`config.mk`:
```
export PLATFORM = sky130hd
export DESIGN_NAME = regfile_writeback_arbiter_flat
export DESIGN_NICKNAME = d
export VERILOG_FILES = /design/src/rtl/regfile_writeback_arbiter_pkg.sv /design/src/rtl/regfile_writeback_arbiter_if.sv /design/src/rtl/regfile_writeback_arbiter_fifo.sv /design/src/rtl/regfile_writeback_arbiter.sv /design/src/flat_wrapper.sv
export SDC_FILE = /design/constraint.sdc
export NUM_CORES = 1
export LEC_CHECK = 0
export CAP_MARGIN = 20
export CORE_AREA = 2 2 106 108
export CTS_BUF_LIST = sky130_fd_sc_hd__clkbuf_4 sky130_fd_sc_hd__clkbuf_8
export CTS_CLUSTER_DIAMETER = 80
export DETAILED_ROUTE_END_ITERATION = 7
export DIE_AREA = 0 0 108 110
export SETUP_SLACK_MARGIN = 0.2
export SYNTH_ARGS = -nofsm -noshare
export SYNTH_HDL_FRONTEND = slang
export SYNTH_SLANG_ARGS = --single-unit
```
`constraint.sdc`:
```
create_clock -name clk -period 2.6 [get_ports clk]
set_input_delay 0.52 -clock clk [delete_from_list [all_inputs] [get_ports clk]]
set_output_delay 0.52 -clock clk [all_outputs]
set_load 0.005 [all_outputs]
```
`src/rtl/regfile_writeback_arbiter_pkg.sv`:
```
// Shared register-file geometry and the write-back entry type used by the
// write-back arbiter and its load-result buffer.
package regfile_writeback_arbiter_pkg;

  localparam int DATA_W   = 16;
  localparam int ADDR_W   = 3;
  localparam int NUM_REGS = 1 << ADDR_W;

  typedef logic [ADDR_W-1:0] reg_idx_t;
  typedef logic [DATA_W-1:0] reg_data_t;

  // r0 is hard-wired to zero, so nothing may ever be written to it.
  localparam reg_idx_t REG_ZERO = '0;

  typedef struct packed {
    logic      valid;
    reg_idx_t  dest;
    reg_data_t data;
  } wb_entry_t;

endpackage

```
`src/rtl/regfile_writeback_arbiter_if.sv`:
```
// Handshake bundle between the ALU / load unit, the write-back arbiter and
// the register-file write port.
interface regfile_writeback_arbiter_if;
  import regfile_writeback_arbiter_pkg::*;

  logic                alu_valid;
  reg_idx_t            alu_dest;
  reg_data_t           alu_data;
  logic                alu_stall;

  logic                mem_valid;
  logic                mem_ready;
  reg_idx_t            mem_dest;
  reg_data_t           mem_data;

  logic                reg_write_en;
  reg_idx_t            reg_write_dest;
  reg_data_t           reg_write_data;
  logic [NUM_REGS-1:0] pending;

  modport master (
    output alu_valid, alu_dest, alu_data,
    output mem_valid, mem_dest, mem_data,
    input  alu_stall, mem_ready,
    input  reg_write_en, reg_write_dest, reg_write_data, pending
  );

  modport slave (
    input  alu_valid, alu_dest, alu_data,
    input  mem_valid, mem_dest, mem_data,
    output alu_stall, mem_ready,
    output reg_write_en, reg_write_dest, reg_write_data, pending
  );

endinterface

```
`src/rtl/regfile_writeback_arbiter_fifo.sv`:
```
// Load-result circular buffer: entries carry a valid bit that a newer ALU
// write can clear by destination; valid entries form the pending mask.
module wb_result_fifo
  import regfile_writeback_arbiter_pkg::*;
#(
  parameter int FIFO_DEPTH = 2
) (
  input  logic                clk,
  input  logic                rst,
  input  logic                push,
  input  wb_entry_t           push_entry,
  input  logic                pop,
  input  logic                kill_en,
  input  reg_idx_t            kill_dest,
  output logic                head_present,
  output wb_entry_t           head_entry,
  output logic                full,
  output logic [NUM_REGS-1:0] pending
);

  localparam int PTR_W = $clog2(FIFO_DEPTH);
  localparam int CNT_W = $clog2(FIFO_DEPTH + 1);

  logic [PTR_W-1:0]      wr_ptr_q, rd_ptr_q;
  logic [CNT_W-1:0]      count_q;
  logic [FIFO_DEPTH-1:0] occ_q;
  logic [FIFO_DEPTH-1:0] valid_q;
  reg_idx_t              dest_q [FIFO_DEPTH];
  reg_data_t             data_q [FIFO_DEPTH];

  always_ff @(posedge clk or posedge rst) begin
    if (rst) begin
      wr_ptr_q <= '0;
      rd_ptr_q <= '0;
      count_q  <= '0;
      occ_q    <= '0;
      valid_q  <= '0;
    end else begin
      for (int i = 0; i < FIFO_DEPTH; i++) begin
        if (kill_en && occ_q[i] && dest_q[i] == kill_dest) valid_q[i] <= 1'b0;
      end
      if (pop) begin
        occ_q[rd_ptr_q]   <= 1'b0;
        valid_q[rd_ptr_q] <= 1'b0;
        rd_ptr_q          <= rd_ptr_q + PTR_W'(1);
      end
      // A push lands on a free slot; its own valid bit overrides any kill above.
      if (push) begin
        occ_q[wr_ptr_q]   <= 1'b1;
        valid_q[wr_ptr_q] <= push_entry.valid;
        wr_ptr_q          <= wr_ptr_q + PTR_W'(1);
      end
      count_q <= count_q + CNT_W'(push) - CNT_W'(pop);
    end
  end

  // NOTE: payload storage has no reset; occ_q/valid_q alone decide whether a
  // slot means anything, so clearing dest/data would only cost reset fan-out.
  always_ff @(posedge clk) begin
    if (push) begin
      dest_q[wr_ptr_q] <= push_entry.dest;
      data_q[wr_ptr_q] <= push_entry.data;
    end
  end

  assign head_present     = occ_q[rd_ptr_q];
  assign head_entry.valid = valid_q[rd_ptr_q];
  assign head_entry.dest  = dest_q[rd_ptr_q];
  assign head_entry.data  = data_q[rd_ptr_q];
  assign full             = (count_q == CNT_W'(FIFO_DEPTH));

  always_comb begin
    pending = '0;
    for (int i = 0; i < FIFO_DEPTH; i++) begin
      if (valid_q[i]) pending[dest_q[i]] = 1'b1;
    end
  end

endmodule

```
`src/rtl/regfile_writeback_arbiter.sv`:
```
// Sole writer of the register-file port: ALU results win the slot, queued
// loads drain behind them, and an age limit forces the oldest load through.
module regfile_writeback_arbiter
  import regfile_writeback_arbiter_pkg::*;
#(
  parameter int FIFO_DEPTH = 2,
  parameter int MAX_WAIT   = 4
) (
  input logic                        clk,
  input logic                        rst,
  regfile_writeback_arbiter_if.slave wb
);

  localparam int AGE_W = $clog2(MAX_WAIT + 1);

  localparam logic [0:0] ST_NORMAL = 1'b0;
  localparam logic [0:0] ST_FORCE  = 1'b1;

  logic [0:0]       state_q, state_d;
  logic [AGE_W-1:0] age_q, age_d;

  logic      alu_accept, mem_accept;
  logic      push, pop;
  wb_entry_t push_entry;
  logic      head_present, head_live;
  wb_entry_t head_entry;
  logic      fifo_full;

  logic      sel_en;
  reg_idx_t  sel_dest;
  reg_data_t sel_data;

  logic      wr_en_q;
  reg_idx_t  wr_dest_q;
  reg_data_t wr_data_q;

  assign wb.alu_stall = (state_q == ST_FORCE);
  assign wb.mem_ready = ~fifo_full & ~rst;

  assign alu_accept = wb.alu_valid & ~wb.alu_stall;
  assign mem_accept = wb.mem_valid & wb.mem_ready;

  // A load racing an ALU write to the same register is already stale.
  assign push             = mem_accept && (wb.mem_dest != REG_ZERO);
  assign push_entry.valid = !(alu_accept && (wb.alu_dest == wb.mem_dest));
  assign push_entry.dest  = wb.mem_dest;
  assign push_entry.data  = wb.mem_data;

  assign head_live = head_present & head_entry.valid;
  assign pop       = head_present & (~head_entry.valid | ~alu_accept);

  wb_result_fifo #(
    .FIFO_DEPTH (FIFO_DEPTH)
  ) u_fifo (
    .clk          (clk),
    .rst          (rst),
    .push         (push),
    .push_entry   (push_entry),
    .pop          (pop),
    .kill_en      (alu_accept),
    .kill_dest    (wb.alu_dest),
    .head_present (head_present),
    .head_entry   (head_entry),
    .full         (fifo_full),
    .pending      (wb.pending)
  );

  // NOTE: every output of a combinational block gets a default first, so no
  // path through the ifs can leave a value unassigned and infer a latch.
  always_comb begin
    sel_en   = 1'b0;
    sel_dest = REG_ZERO;
    sel_data = '0;
    if (alu_accept) begin
      if (wb.alu_dest != REG_ZERO) begin
        sel_en   = 1'b1;
        sel_dest = wb.alu_dest;
        sel_data = wb.alu_data;
      end
    end else if (head_live) begin
      sel_en   = 1'b1;
      sel_dest = head_entry.dest;
      sel_data = head_entry.data;
    end
  end

  always_comb begin
    age_d = age_q;
    if (pop) begin
      age_d = '0;
    end else if (head_live && age_q != AGE_W'(MAX_WAIT)) begin
      age_d = age_q + AGE_W'(1);
    end
  end

  always_comb begin
    state_d = state_q;
    case (state_q)
      ST_NORMAL: if (head_live && !pop && age_q == AGE_W'(MAX_WAIT)) state_d = ST_FORCE;
      ST_FORCE:  if (pop) state_d = ST_NORMAL;
      default:   state_d = ST_NORMAL;
    endcase
  end

  // NOTE: registered state uses non-blocking assignments only, so every flop
  // samples the pre-edge value of its inputs regardless of statement order.
  always_ff @(posedge clk or posedge rst) begin
    if (rst) begin
      state_q   <= ST_NORMAL;
      age_q     <= '0;
      wr_en_q   <= 1'b0;
      wr_dest_q <= REG_ZERO;
      wr_data_q <= '0;
    end else begin
      state_q   <= state_d;
      age_q     <= age_d;
      wr_en_q   <= sel_en;
      wr_dest_q <= sel_dest;
      wr_data_q <= sel_data;
    end
  end

  assign wb.reg_write_en   = wr_en_q;
  assign wb.reg_write_dest = wr_dest_q;
  assign wb.reg_write_data = wr_data_q;

endmodule

```
`src/flat_wrapper.sv`:
```
// flat-port wrapper written by rule: the top's interface ports become plain ports
module regfile_writeback_arbiter_flat import regfile_writeback_arbiter_pkg::*;
#(
  parameter int FIFO_DEPTH = 2,
  parameter int MAX_WAIT   = 4
)
  (clk, rst, wb_alu_valid, wb_alu_dest, wb_alu_data, wb_mem_valid, wb_mem_dest, wb_mem_data, wb_alu_stall, wb_mem_ready, wb_reg_write_en, wb_reg_write_dest, wb_reg_write_data, wb_pending);
  regfile_writeback_arbiter_if wb_i ();
  input logic clk;
  input logic rst;
  input wire logic [$bits(wb_i.alu_valid)-1:0] wb_alu_valid;
  input wire logic [$bits(wb_i.alu_dest)-1:0] wb_alu_dest;
  input wire logic [$bits(wb_i.alu_data)-1:0] wb_alu_data;
  input wire logic [$bits(wb_i.mem_valid)-1:0] wb_mem_valid;
  input wire logic [$bits(wb_i.mem_dest)-1:0] wb_mem_dest;
  input wire logic [$bits(wb_i.mem_data)-1:0] wb_mem_data;
  output wire logic [$bits(wb_i.alu_stall)-1:0] wb_alu_stall;
  output wire logic [$bits(wb_i.mem_ready)-1:0] wb_mem_ready;
  output wire logic [$bits(wb_i.reg_write_en)-1:0] wb_reg_write_en;
  output wire logic [$bits(wb_i.reg_write_dest)-1:0] wb_reg_write_dest;
  output wire logic [$bits(wb_i.reg_write_data)-1:0] wb_reg_write_data;
  output wire logic [$bits(wb_i.pending)-1:0] wb_pending;
  assign wb_i.alu_valid = wb_alu_valid;
  assign wb_i.alu_dest = wb_alu_dest;
  assign wb_i.alu_data = wb_alu_data;
  assign wb_i.mem_valid = wb_mem_valid;
  assign wb_i.mem_dest = wb_mem_dest;
  assign wb_i.mem_data = wb_mem_data;
  assign wb_alu_stall = wb_i.alu_stall;
  assign wb_mem_ready = wb_i.mem_ready;
  assign wb_reg_write_en = wb_i.reg_write_en;
  assign wb_reg_write_dest = wb_i.reg_write_dest;
  assign wb_reg_write_data = wb_i.reg_write_data;
  assign wb_pending = wb_i.pending;
  regfile_writeback_arbiter #(.FIFO_DEPTH(FIFO_DEPTH), .MAX_WAIT(MAX_WAIT)) u_core (.clk(clk), .rst(rst), .wb(wb_i));
endmodule
```
# Word-level counts from Yosys, hierarchy flattened
# Memory sizes are Yosys's and may differ from the RTL's.
# Cells that the tools add are included.
[op_classes]
n_mul = 0
n_lt_le_gt_ge = 8
div = 0
reduce_logical = 18
shifts = 0
n_eq_ne = 6
bitwise_logic = 16
addsub = 5
n_mux = 37
[op_table]
columns = ["op", "count"]
rows = [
  ["$mux 16", 3],
  ["$mux 1", 17],
  ["$mux 8", 2],
  ["$mux 3", 5],
  ["$logic_and 1x1->1", 13],
  ["$eq 3x3->1", 3],
  ["$lt 3x4->1 const B", 2],
  ["$mux 2", 4],
  ["$or 8x8->8", 1],
  ["$demux 1 s3", 2],
  ["$ge 3x1->1 const B", 2],
  ["$reduce_bool 3->1", 2],
  ["$and 1x1->1", 5],
  ["$not 1->1", 5],
  ["$and 2x2->2", 2],
  ["$lt 1x2->1 const B", 2],
  ["$add 3x1->3 const B", 1],
  ["$eq 3x3->1 const B", 1],
  ["$ne 3x3->1 const B", 1],
  ["$add 1x1->1 const B", 2],
  ["$add 2x1->2", 1],
  ["$bwmux 2", 1],
  ["$demux 1 s1", 2],
  ["$eq 2x2->1 const B", 1],
  ["8 further kinds", 10],
]
[totals]
rom_bits = 0
regBits = 32
mem_bits_rw = 38
memories = 2
word_cells = 102
latch_bits = 0
[mem_list]
columns = ["memory", "depth", "word_bits", "rd", "rd_ports_with_merged_regs", "write_ports", "line", "rtl"]
rows = [
  ["u_core.u_fifo.data_q", 2, 16, 1, 0, 1, "regfile_writeback_arbiter_fifo.sv:29", "reg_data_t data_q [FIFO_DEPTH];"],
  ["u_core.u_fifo.dest_q", 2, 3, 3, 0, 1, "regfile_writeback_arbiter_fifo.sv:28", "reg_idx_t dest_q [FIFO_DEPTH];"],
]

# Depth between registers and ports, before layout
[depth]
ltp_word = 10
mapped_depth = 8
ltp_nobuf = 8

# Modules after synthesis
# A second synthesis with hierarchy kept.
[hier_totals]
cells_unflattened = 203
hier_area_um2 = 2994.1
[by_module_without_submodules]
columns = ["mod", "cells_per_inst", "seq_area_each_um2", "instances", "area_each_um2"]
rows = [
  ["wb_result_fifo", 124, 1341.3, 1, 1960.6],
  ["regfile_writeback_arbiter", 79, 600.6, 1, 1033.5],
]

# Worst setup path after synthesis
# OpenSTA, ideal clock, no wires.
[synth_path]
path_type = "input to register"
startpoint = "input wb_mem_dest[1]"
endpoint = "memory u_core.u_fifo.data_q[0][0] (netlist name) (enable)"
path_buffers = 1
arrival_time_ps = 1958
t_required_ps = 2205
setup_ps = 395
path_slack_ps = 248
path_stages = 4
path_cell_list = "o31a_1 > or3b_1 > buf_6 > nor2_1"
[synth_via]
elab_chain_len = 4
[synth_rtl]
columns = ["item", "line", "rtl"]
rows = [
  ["start: declaration", "flat_wrapper.sv:15", "input wire logic [$bits(wb_i.mem_dest)-1:0] wb_mem_dest;"],
  ["$reduce_bool 3->1", "regfile_writeback_arbiter.sv:44", "assign push = mem_accept && (wb.mem_dest != REG_ZERO);"],
  ["$logic_and 1x1->1", "regfile_writeback_arbiter.sv:44", ""],
  ["$mux 1", "regfile_writeback_arbiter_fifo.sv:60", "if (push) begin"],
  ["$mux 1 (not written as such)", "regfile_writeback_arbiter_fifo.sv:62", "data_q[wr_ptr_q] <= push_entry.data;"],
  ["end: declaration", "regfile_writeback_arbiter_fifo.sv:29", ""],
]
# No other way between the ends.

==> flow_summary.yaml <==
grt:
  first_global_vias: 2097
  antenna_found_initial: 0
  track_usage_pct: 11.9
  grt_pass1_wl_mm: 10.6
  grt-ovfl-total: 0
  grt_max_degree: 24
sta:
  slew_headroom_pct: 49.5
  clock_skew_ps: 9.01
  finalSetupViolations: 0
  rsz0062_at_grt: "true"
  hold_viol: 0
  fin_tns_setup_ps: 0
  tightestPinTransition_ps: 756
  fin_crit_sh_pct: 88.8
  max_freq_ghz: 0.433
  fin_crit_ps: 2310
  drv_slew: 0
  setup_slack_ps: 292
placed_design:
  pre_cts_ws_ps: 98.8
  globalplace.congestion: 0.755
  dp_hpwl_mm: 4.67
  port-buffer-count: 71
  placed_area_sq_mm: 0.00388
flow_run:
  max-cap-violations: 0
die:
  core-area_sq_mm: 0.0107
  floorplan.initialDensity_pct: 27.6
  rows: 38
  die_y_microns: 110
  die_area_sq_mm: 0.0119
  chipWidth_microns: 108
  io-pin-count: 72
worst_setup_path:
  r2r_slack_ps: 610
  critPathLaunch: "u_core.u_fifo.dest_q[0][2]$_DFFE_PP_"
  end_kind: "primary output"
  reg2reg_from: "u_core.u_fifo.valid_q[0]$_DFF_PP0_"
  crit_path_cell_trace: "nand2b_1 -> o22ai_1 -> clkdlybuf4s50_1"
  slowest_stage: "clkdlybuf4s50_1"
  critical_path_depth: 3
  cp_max_fo: 7
  crit_arrival_ps: 1790
  worstSetupStartpointType: "flop"
  critPathTopFamily: "buffers and inverters"
  cp_slowest_stage_delay_ps: 530
  r2r-end: "u_core.u_fifo.count_q[1]$_DFF_PP0_"
  required_ps: 2080
  crit_path_end: "wb_pending[3]"
  rr_worst_depth: 9
  worst-setup-path-type: "flop to primary output"
  cp.buffers_inverters: 1
logic_synthesis:
  syn-cell-area_sq_mm: 0.00296
  synth_cells: 222
  synth_edf_count: 38
  syn-num-nets: 268
  yosysSeqAreaShare_pct: 65.7
  synthArstFlopShare_pct: 45.7
  synth-seq-cells: 70
  ys.flop_type: "edfxtp_1"
  ys_types: 37
  yosys_warnings: 0
  syn_avg_cell_area_sq_um: 13.3
power_and_ir_drop:
  power.leakage_nw: 1.67
  total_power_mw: 3.47
  irDropWorstVdd_uv: 391
  powerDensity_mw_per_mm2: 832
layout:
  diodes: 0
  syn_to_final_growth_pct: 41.2
  stdcell_area_sq_mm: 0.00417
  drive_gt1_share_pct: 12.8
  nets: 354
drt:
  routed_via_density: 4.48
  antenna_left: 0
  vias: 2029
  wire_per_inst_microns: 15.0
  dr.first_iter.drc_count: 66
  firstDrtPassIters: 6
  drc_errors: 0
  finalWirelength_mm: 6.78
clock_network:
  root_buffer: "clkbuf_8"
  numCtsBuffers: 9
  cts_tree: "yes"
  clock_latency_ps: 330
  h-tree-depth: 3
  clock_path_buffers: 2
  cts_hold_buf: 0
  cts_sinks: 70
  clk_pin_slew_ps: 70
worst_hold_path:
  hold_class: "flop to flop"
run_status:
  status: "finished clean"
-- registers in the layout (all words and copies together) (netlist names), 2 cells and up --
register	flops
u_core.u_fifo.occ_q	2
u_core.u_fifo.valid_q	2
u_core.u_fifo.dest_q	6
u_core.u_fifo.count_q	2
u_core.age_q	3
u_core.u_fifo.data_q	32
u_core.wb.reg_write_dest	3
u_core.wb.reg_write_data	16
-- final cells by class --
| type | instances | area (sq um) |
|---|---|---|
| multi-input combinational | 137 | 952 |
| timing repair buffer | 85 | 841 |
| clock inverter | 6 | 110 |
| sequential | 70 | 1940 |
| tap | 140 | 175 |
| fill | 1031 | 6530 |
| inverter | 5 | 18.8 |
| clock buffer | 10 | 131 |
-- power breakdown --
group / leakage [nW] / internal [mW] / switching, mW
clock: 0.118 / 0.647 / 0.407
combinational: 0.802 / 0.481 / 0.447
sequential: 0.754 / 1.36 / 0.128
total: 1.67 / 2.49 / 0.982
-- routing by layer --
layer,up-vias,routed length (microns),track usage [%]
met3,7,322,3.94
met2,55,3460,20.7
li1,978,-,-
met5,-,0,0
met1,989,2950,14.0
met4,0,51,3.94
-- repair_timing --
item	in CTS	in global routing
cloned	0	0
endpoints found under the setup margin	2	3
gates resized for setup	2	0
buffers inserted	1	4
-- stage by stage --
stage                     utilization, %  hold WS (ps)  instances
after floorplan                        -           438        222
after global placement              36.3           456        432
after detailed placement            36.3           459        432
after CTS                           38.7           473        449
after global routing                39.0           485        453
final                               39.0           477        453
-- Yosys cell counts, types with 3 or more instances --
| cell type | number | area [sq um] |
|---|---|---|
| nand2b_1 | 8 | 50.1 |
| ha_1 | 4 | 50.1 |
| nand2_1 | 22 | 82.6 |
| clkbuf_1 | 3 | 11.3 |
| dfrtp_1 | 32 | 801 |
| nand3_1 | 3 | 15.0 |
| xnor2_1 | 8 | 70.1 |
| o21ai_1 | 18 | 90.1 |
| inv_1 | 5 | 18.8 |
| buf_2 | 6 | 30.0 |
| edfxtp_1 | 38 | 1140 |
| xor2_1 | 5 | 43.8 |
| a22o_1 | 3 | 26.3 |
| nor2_1 | 8 | 30.0 |
| o22ai_1 | 7 | 43.8 |
| mux2i_1 | 21 | 210 |
| a21oi_1 | 5 | 25.0 |
-- placed cells by master (no fill, tap or decap), drive strengths merged, types with 2 or more instances in the layout --
master	count
o32ai	3
inv	5
clkbuf	10
nor2	9
dfrtp	32
nand3	3
nand2	24
a21oi	5
nor2b	2
nand2b	8
buf	14
bufinv	3
edfxtp	38
nor3	2
xor2	5
o21ai	18
a31oi	2
a22o	3
o22ai	7
mux2i	21
nand3b	3
clkinv	2
clkdlybuf4s50	71
ha	4
xnor2	8
-- cells by family (layout without fill, tap and decap cells) --
kind of cell,count (synthesis),count (layout),share of synthesized area [%]
multiplexers,21,21,7.11
buffers and inverters,15,106,2.41
XOR/XNOR,13,13,3.85
AND/OR/NAND/NOR,57,57,10.1
flip-flops,70,70,65.7
adder cells (fa/ha/maj),4,4,1.69
AO/OA/AOI/OAI,42,42,9.10
-- worst min-delay path by stage --
stage / startpoint / end / cells past startpoint
2_1_floorplan: u_core.u_fifo.count_q[1]$_DFF_PP0_ / u_core.u_fifo.count_q[1]$_DFF_PP0_ / 1
3_3_place_gp: u_core.u_fifo.count_q[1]$_DFF_PP0_ / u_core.u_fifo.count_q[1]$_DFF_PP0_ / 1
3_5_place_dp: u_core.u_fifo.count_q[1]$_DFF_PP0_ / u_core.u_fifo.count_q[1]$_DFF_PP0_ / 1
4_1_cts: u_core.u_fifo.count_q[1]$_DFF_PP0_ / u_core.u_fifo.count_q[1]$_DFF_PP0_ / 1
5_1_grt: u_core.u_fifo.count_q[1]$_DFF_PP0_ / u_core.u_fifo.count_q[1]$_DFF_PP0_ / 1
6_report: u_core.u_fifo.count_q[1]$_DFF_PP0_ / u_core.u_fifo.count_q[1]$_DFF_PP0_ / 1
(Power assumes the default switching activity.)
